File: src/rtl/pll_dri_pkg.sv
// Shared types and DRI field layout for the PLL divider reconfiguration sequencer.
package pll_dri_pkg;

    localparam int STB_BIT    = 10;
    localparam int WR_BIT     = 9;
    localparam int ADDR_W     = 9;
    localparam int CTRL_W     = STB_BIT + 1;
    localparam int DRI_DATA_W = 33;
    localparam int DIV_W      = 7;

    typedef enum logic [2:0] {
        IDLE,
        RST_ASSERT,
        RD,
        WR,
        BLANK,
        LOCK_WAIT,
        SETTLE
    } state_t;

    function automatic logic [CTRL_W-1:0] dri_cmd(input logic wr, input logic [ADDR_W-1:0] addr);
        logic [CTRL_W-1:0] cmd;
        cmd             = '0;
        cmd[STB_BIT]    = 1'b1;
        cmd[WR_BIT]     = wr;
        cmd[ADDR_W-1:0] = addr;
        return cmd;
    endfunction

    // Replace the 7-bit divider field at bit lsb, preserving every other register bit.
    function automatic logic [DRI_DATA_W-1:0] merge_div(input logic [DRI_DATA_W-1:0] data,
                                                        input logic [DIV_W-1:0]      div,
                                                        input int                    lsb);
        logic [DRI_DATA_W-1:0] mask;
        mask = DRI_DATA_W'({DIV_W{1'b1}}) << lsb;
        return (data & ~mask) | ((DRI_DATA_W'(div) << lsb) & mask);
    endfunction

endpackage

File: src/rtl/pll_lock_sync.sv
// Two-flop synchroniser bringing the asynchronous PLL lock into the DRI clock domain.
module pll_lock_sync (
    input  logic clk,
    input  logic rst_n,
    input  logic async_in,
    output logic sync_out
);

    logic meta;

    always_ff @(posedge clk or negedge rst_n) begin
        if (!rst_n) begin
            meta     <= 1'b0;
            sync_out <= 1'b0;
        end else begin
            meta     <= async_in;
            sync_out <= meta;
        end
    end

endmodule

File: src/rtl/pll_dri_reconfig_ctrl.sv
// Read-modify-write of the PLL OUT0 divider over DRI, with fabric reset held until the
// PLL has relocked and stayed locked; in IDLE it keeps supervising lock.
module pll_dri_reconfig_ctrl
    import pll_dri_pkg::*;
#(
    parameter logic [ADDR_W-1:0] DIV_REG_ADDR      = 9'h004,
    parameter int                DIV_LSB           = 0,
    parameter int                DRI_ACCESS_CYCLES = 4,
    parameter int                LOCK_BLANK_CYCLES = 1024,
    parameter int                LOCK_TIMEOUT      = 65535,
    parameter int                SETTLE_CYCLES     = 256
) (
    input  logic                  DRI_CLK,
    input  logic                  DRI_ARST_N,
    input  logic                  PLL_LOCK_0,
    input  logic                  REQ_VALID,
    output logic                  REQ_READY,
    input  logic [DIV_W-1:0]      REQ_DIV,
    output logic [CTRL_W-1:0]     DRI_CTRL,
    output logic [DRI_DATA_W-1:0] DRI_WDATA,
    input  logic [DRI_DATA_W-1:0] DRI_RDATA,
    output logic                  FABRIC_RST_N,
    output logic                  BUSY,
    output logic                  DONE,
    output logic                  ERR,
    output logic                  LOCKED
);

    localparam int ACC_W = $clog2(DRI_ACCESS_CYCLES + 1);
    localparam int BLK_W = $clog2(LOCK_BLANK_CYCLES + 1);
    localparam int TO_W  = $clog2(LOCK_TIMEOUT + 1);
    localparam int SET_W = $clog2(SETTLE_CYCLES + 1);

    localparam logic [ACC_W-1:0] ACC_LAST = ACC_W'(DRI_ACCESS_CYCLES);
    localparam logic [BLK_W-1:0] BLK_LAST = BLK_W'(LOCK_BLANK_CYCLES);
    localparam logic [TO_W-1:0]  TO_LAST  = TO_W'(LOCK_TIMEOUT);
    localparam logic [SET_W-1:0] SET_LAST = SET_W'(SETTLE_CYCLES - 1);
    localparam logic [SET_W-1:0] SET_MAX  = SET_W'(SETTLE_CYCLES);

    if (DRI_ACCESS_CYCLES < 1 || LOCK_BLANK_CYCLES < 1 || LOCK_TIMEOUT < 1 ||
        SETTLE_CYCLES < 1 || DIV_LSB < 0 || DIV_LSB + DIV_W > DRI_DATA_W) begin : g_bad_param
        $error("pll_dri_reconfig_ctrl: illegal parameter combination");
    end

    state_t           state;
    logic             lock_s;
    logic [DIV_W-1:0] div_q;
    logic [ACC_W-1:0] acc_cnt;
    logic [BLK_W-1:0] blk_cnt;
    logic [TO_W-1:0]  to_cnt;
    logic [SET_W-1:0] set_cnt;

    pll_lock_sync u_lock_sync (
        .clk      (DRI_CLK),
        .rst_n    (DRI_ARST_N),
        .async_in (PLL_LOCK_0),
        .sync_out (lock_s)
    );

    assign LOCKED = lock_s;

    always_ff @(posedge DRI_CLK or negedge DRI_ARST_N) begin
        if (!DRI_ARST_N) begin
            state        <= IDLE;
            div_q        <= '0;
            acc_cnt      <= '0;
            blk_cnt      <= '0;
            to_cnt       <= '0;
            set_cnt      <= '0;
            DRI_CTRL     <= '0;
            DRI_WDATA    <= '0;
            FABRIC_RST_N <= 1'b0;
            REQ_READY    <= 1'b0;
            BUSY         <= 1'b0;
            DONE         <= 1'b0;
            ERR          <= 1'b0;
        end else begin
            DONE <= 1'b0;
            ERR  <= 1'b0;
            unique case (state)
                IDLE: begin
                    REQ_READY <= 1'b1;
                    BUSY      <= 1'b0;
                    // Lock supervision: any low sample restarts the stability interval.
                    if (!lock_s) begin
                        set_cnt      <= '0;
                        FABRIC_RST_N <= 1'b0;
                    end else begin
                        if (set_cnt != SET_MAX) set_cnt <= set_cnt + 1'b1;
                        if (set_cnt >= SET_LAST) FABRIC_RST_N <= 1'b1;
                    end
                    if (REQ_VALID && REQ_READY) begin
                        if (REQ_DIV == '0) begin
                            DONE <= 1'b1;
                            ERR  <= 1'b1;
                        end else begin
                            div_q        <= REQ_DIV;
                            state        <= RST_ASSERT;
                            REQ_READY    <= 1'b0;
                            BUSY         <= 1'b1;
                            FABRIC_RST_N <= 1'b0;
                        end
                    end
                end
                RST_ASSERT: begin
                    state    <= RD;
                    DRI_CTRL <= dri_cmd(1'b0, DIV_REG_ADDR);
                    acc_cnt  <= ACC_W'(1);
                end
                RD: begin
                    if (acc_cnt == ACC_LAST) begin
                        state     <= WR;
                        DRI_CTRL  <= dri_cmd(1'b1, DIV_REG_ADDR);
                        DRI_WDATA <= merge_div(DRI_RDATA, div_q, DIV_LSB);
                        acc_cnt   <= ACC_W'(1);
                    end else begin
                        acc_cnt <= acc_cnt + 1'b1;
                    end
                end
                WR: begin
                    if (acc_cnt == ACC_LAST) begin
                        state    <= BLANK;
                        DRI_CTRL <= '0;
                        blk_cnt  <= BLK_W'(1);
                    end else begin
                        acc_cnt <= acc_cnt + 1'b1;
                    end
                end
                BLANK: begin
                    if (blk_cnt == BLK_LAST) begin
                        state  <= LOCK_WAIT;
                        to_cnt <= TO_W'(1);
                    end else begin
                        blk_cnt <= blk_cnt + 1'b1;
                    end
                end
                // to_cnt holds the number of LOCK_WAIT cycles spent so far, including this one.
                LOCK_WAIT: begin
                    if (lock_s) begin
                        state   <= SETTLE;
                        set_cnt <= '0;
                    end else if (to_cnt >= TO_LAST) begin
                        state        <= IDLE;
                        DONE         <= 1'b1;
                        ERR          <= 1'b1;
                        REQ_READY    <= 1'b1;
                        BUSY         <= 1'b0;
                        FABRIC_RST_N <= 1'b0;
                        set_cnt      <= '0;
                    end else begin
                        to_cnt <= to_cnt + 1'b1;
                    end
                end
                SETTLE: begin
                    if (!lock_s) begin
                        state <= LOCK_WAIT;
                        if (to_cnt != TO_LAST) to_cnt <= to_cnt + 1'b1;
                    end else if (set_cnt == SET_LAST) begin
                        state        <= IDLE;
                        DONE         <= 1'b1;
                        FABRIC_RST_N <= 1'b1;
                        REQ_READY    <= 1'b1;
                        BUSY         <= 1'b0;
                        set_cnt      <= SET_MAX;
                    end else begin
                        set_cnt <= set_cnt + 1'b1;
                    end
                end
                default: state <= IDLE;
            endcase
        end
    end

endmodule

File: config.mk
export PLATFORM = sky130hd
export DESIGN_NAME = pll_dri_reconfig_ctrl
export DESIGN_NICKNAME = d
export VERILOG_FILES = /design/src/rtl/pll_dri_pkg.sv /design/src/rtl/pll_lock_sync.sv /design/src/rtl/pll_dri_reconfig_ctrl.sv
export SDC_FILE = /design/constraint.sdc
export NUM_CORES = 1
export LEC_CHECK = 0
export ABC_AREA = 1
export CORE_MARGIN = 2
export CORE_UTILIZATION = 35
export CTS_BUF_LIST = sky130_fd_sc_hd__clkbuf_8
export CTS_CLUSTER_SIZE = 20
export DETAILED_ROUTE_END_ITERATION = 12
export SYNTH_ARGS = -nofsm -noshare
export SYNTH_HDL_FRONTEND = slang
export SYNTH_HIERARCHICAL = 1
export SYNTH_SLANG_ARGS = --single-unit
File: constraint.sdc
create_clock -name DRI_CLK -period 4.3 [get_ports DRI_CLK]
set_input_delay 0.86 -clock DRI_CLK [delete_from_list [all_inputs] [get_ports DRI_CLK]]
set_output_delay 0.86 -clock DRI_CLK [all_outputs]
set_load 0.01 [all_outputs]
==> flow_summary.json <==
{
  "floorplan.initialDensity": 0.354,
  "synth-seq-cells": 91,
  "final_min_period_over_clock_period": 0.577,
  "synth.largest_area_cell": "sky130_fd_sc_hd__dfrtp_1",
  "vdd_ir_drop_max_uv": 150,
  "cts_inserted_buffers": 9,
  "p_comb_frac": 0.070,
  "post_synth_inst_count": 600,
  "routed_wirelength_um": 10900,
  "max_transition_viols_final": 0,
  "critPathCaptureType": "output pin",
  "grt_usage": 0.147,
  "clk-insertion-delay-late_ns": 0.38,
  "detailroute.via_count": 4073,
  "design.die.area_mm2": 0.0156,
  "fin_nets": 728,
  "synth_sequential_area_ratio": 0.446,
  "area_growth_pct": 21.1,
  "avgSynthCellArea_um2": 8.52,
  "worst_hold_path_depth": 0,
  "cellInternalPower_mw": 1.22,
  "io_pins": 94,
  "startpoint_class": "flop",
  "crit_buf_inv": 1,
  "cp_slowest_cell": "sky130_fd_sc_hd__clkdlybuf4s50_1",
  "place_congestion": 0.854,
  "tritoncts_num_sinks": 91,
  "min_delay_src": "u_lock_sync/meta$_DFF_PN0_",
  "post-dp-hpwl_um": 7840,
  "cts.path.max_buffers": 2,
  "grtUsageMet3": 0.0430,
  "static-leakage-power_nw": 2.92,
  "post-route-worst-setup-slack_ns": 1.82,
  "postCtsSetupRepairBufs": 0,
  "tritoncts": "built",
  "synth_edf_count": 0,
  "place_ws_ns": 2.07,
  "synth_warnings": 6,
  "top_area_cell_type_share_of_the_netlist_area": 0.446,
  "post_cts.resized_instances": 0,
  "power_per_cell_area_mw_per_mm2": 261,
  "n_fill_cell": 1390,
  "share_seq_of_total_power": 0.542,
  "synth_top_flop_cell": "sky130_fd_sc_hd__dfrtp_1",
  "fp.dieH_um": 125,
  "async_flop_share": 1.00,
  "grt_max_degree": 74,
  "groute.layer.met2.usage": 0.234,
  "chipWidth_um": 125,
  "max_slew_margin": 0.388,
  "critical_path.reg2reg.endpoint": "DONE$_DFF_PN0_",
  "globalRoute.totalOverflow": 0,
  "p_switching_mw": 0.397,
  "synth.most_common_cell": "sky130_fd_sc_hd__nand2_1",
  "clk_pin_slew_ns": 0.10,
  "worst-slew-pin-transition_ns": 0.918,
  "placementRows": 44,
  "timing.critical_path.arrival_ns": 1.62,
  "post_drt_via_cell_ratio": 4.71,
  "port_buffers": 78,
  "ctsHtreeMaxLevel": 3,
  "report.final.hold_viol_count": 0,
  "ys_top_cells_by_area": "sky130_fd_sc_hd__dfrtp_1, sky130_fd_sc_hd__nand2_1, sky130_fd_sc_hd__mux2_4, sky130_fd_sc_hd__nand3_1, sky130_fd_sc_hd__nor2_1",
  "grt-busiest-layer": "met2",
  "critical_path_required_ns": 3.44,
  "ys_types": 36,
  "first_global_vias": 3952,
  "route.antenna.remaining_nets": 0,
  "drive_gt1_frac": 0.125,
  "post_synthesis_cell_area_mm2": 0.00511,
  "worst_hold_path_type": "flop to flop",
  "drt-wirelength-per-cell_um": 12.6,
  "drt-initial-drc-count": 195,
  "power.share.switching": 0.246,
  "clockRootBuffer": "sky130_fd_sc_hd__clkbuf_8",
  "drv.max_cap_violation_count": 0,
  "synth_top_cells_by_count": "sky130_fd_sc_hd__nand2_1, sky130_fd_sc_hd__dfrtp_1, sky130_fd_sc_hd__nor2_1, sky130_fd_sc_hd__inv_1, sky130_fd_sc_hd__nand3_1",
  "clock.fmax_mhz": 403,
  "final_period_minus_worst_setup_slack_ns": 2.48,
  "timing.hold.worst_endpoint": "u_lock_sync/sync_out$_DFF_PN0_",
  "outcome": "complete, no violations",
  "crit-reg2reg-launch": "set_cnt[0]$_DFFE_PN0P_",
  "initial_antenna_violation_count": 0,
  "num_antenna_cells": 0,
  "cell_by_cell_trace_of_the_critical_path": "clkdlybuf4s50_1",
  "detail_route.drc_violations": 0,
  "r2r_setup_slack_ns": 2.14,
  "setup_repair_after_global_routing_missed_its_margin": "no",
  "setup_skew_after_layout_ns": 0.00966,
  "clock_power_share": 0.388,
  "setup_viol": 0,
  "hold_buffer_count_at_cts": 0,
  "path_delay_family": "buffers and inverters",
  "drt-pass1-iter-count": 4,
  "grt_first_pass_wirelength_um": 19100,
  "core_region_area_mm2": 0.0144,
  "globalRouteMet1Util": 0.200,
  "critical_path_peak_fanout": 11,
  "timing.setup.critical_path_class": "flop to output pin",
  "slowest_delay_ns": 0.63,
  "r2r_cells": 8,
  "tns_ns": 0
}
==> area by class of cell <==
| class | instances | area [um2] | area share |
|---|---|---|---|
| Multi-Input combinational cell | 436 | 2460 | 0.398 |
| Tap cell | 184 | 230 | 0.0372 |
| Clock buffer | 9 | 124 | 0.0200 |
| Inverter | 59 | 221 | 0.0358 |
| Sequential cell | 91 | 2280 | 0.368 |
| Timing Repair Buffer | 79 | 786 | 0.127 |
| Clock inverter | 7 | 87.6 | 0.0142 |
==> routing by layer <==
layer	wire (um)	up-vias
li1	-	2085
met1	5360	1895
met2	4950	86
met3	502	7
met4	97	0
met5	0	-
==> sequential cells by signal (all words and copies together), names as in the netlist <==
name,flops
u_lock_sync/sync_out,1
DRI_CTRL,2
div_q,7
to_cnt,16
state,3
u_lock_sync/meta,1
blk_cnt,11
REQ_READY,1
FABRIC_RST_N,1
BUSY,1
set_cnt,9
acc_cnt,3
ERR,1
DONE,1
DRI_WDATA,33
==> cells in the final DEF, fill, tap and decap left out, types with 5 or more instances in the layout <==
cell type,instances
sky130_fd_sc_hd__clkbuf_8,9
sky130_fd_sc_hd__clkdlybuf4s50_1,77
sky130_fd_sc_hd__conb_1,8
sky130_fd_sc_hd__dfrtp_1,91
sky130_fd_sc_hd__ha_1,8
sky130_fd_sc_hd__inv_1,53
sky130_fd_sc_hd__inv_2,6
sky130_fd_sc_hd__mux2_2,7
sky130_fd_sc_hd__mux2_4,26
sky130_fd_sc_hd__nand2_1,175
sky130_fd_sc_hd__nand2_2,5
sky130_fd_sc_hd__nand3_1,47
sky130_fd_sc_hd__nand4_1,13
sky130_fd_sc_hd__nor2_1,58
sky130_fd_sc_hd__nor3_1,5
sky130_fd_sc_hd__o21ai_0,18
sky130_fd_sc_hd__o21ai_1,12
sky130_fd_sc_hd__o21ai_2,9
sky130_fd_sc_hd__o21bai_1,6
sky130_fd_sc_hd__xor2_1,8
==> worst max path at each step <==
stage	cells after the start	startpoint	slack, ns	to
after floorplan	14	set_cnt[0]$_DFFE_PN0P_	2.58	FABRIC_RST_N$_DFFE_PN0P_
after global placement	7	REQ_DIV[4]	2.07	REQ_READY$_DFFE_PN0P_
final	1	u_lock_sync/sync_out$_DFF_PN0_	1.82	LOCKED
after CTS	1	u_lock_sync/sync_out$_DFF_PN0_	1.80	LOCKED
after detailed placement	7	REQ_DIV[4]	2.07	REQ_READY$_DFFE_PN0P_
after global routing	1	u_lock_sync/sync_out$_DFF_PN0_	1.73	LOCKED
==> logic make-up (layout without fill, tap and decap cells) <==
group,count (synthesis),in the layout,synth area share
AND/OR/NAND/NOR,319,319,0.277
flip-flops,91,91,0.446
buffers and inverters,80,154,0.0781
AO/OA/AOI/OAI,59,59,0.0722
multiplexers,33,33,0.0918
XOR/XNOR,9,9,0.0154
adder cells (fa/ha/maj),8,8,0.0196
other,1,8,0.000734
==> power by group through the flow <==
stage | registers [mW] | clock network, mW | logic, mW
finish | 0.877 | 0.627 | 0.112
global route | 0.879 | 0.687 | 0.123
CTS | 0.877 | 0.649 | 0.115
detailed placement | 0.894 | 0 | 0.115
global placement | 0.893 | 0 | 0.114
floorplan | 0.898 | 0 | 0.0330
==> per-stage QoR <==
step / power (mW) / hold slack (ns) / area [um2] / cells / utilization
2_1_floorplan: 0.931 / 0.331 / 5140 / 607 / -
3_3_place_gp: 1.01 / 0.335 / 5980 / 849 / 0.414
3_5_place_dp: 1.01 / 0.342 / 5980 / 849 / 0.414
4_1_cts: 1.64 / 0.372 / 6190 / 865 / 0.429
5_1_grt: 1.69 / 0.378 / 6190 / 865 / 0.429
6_report: 1.62 / 0.367 / 6190 / 865 / 0.429
(Power assumes the default switching activity.)
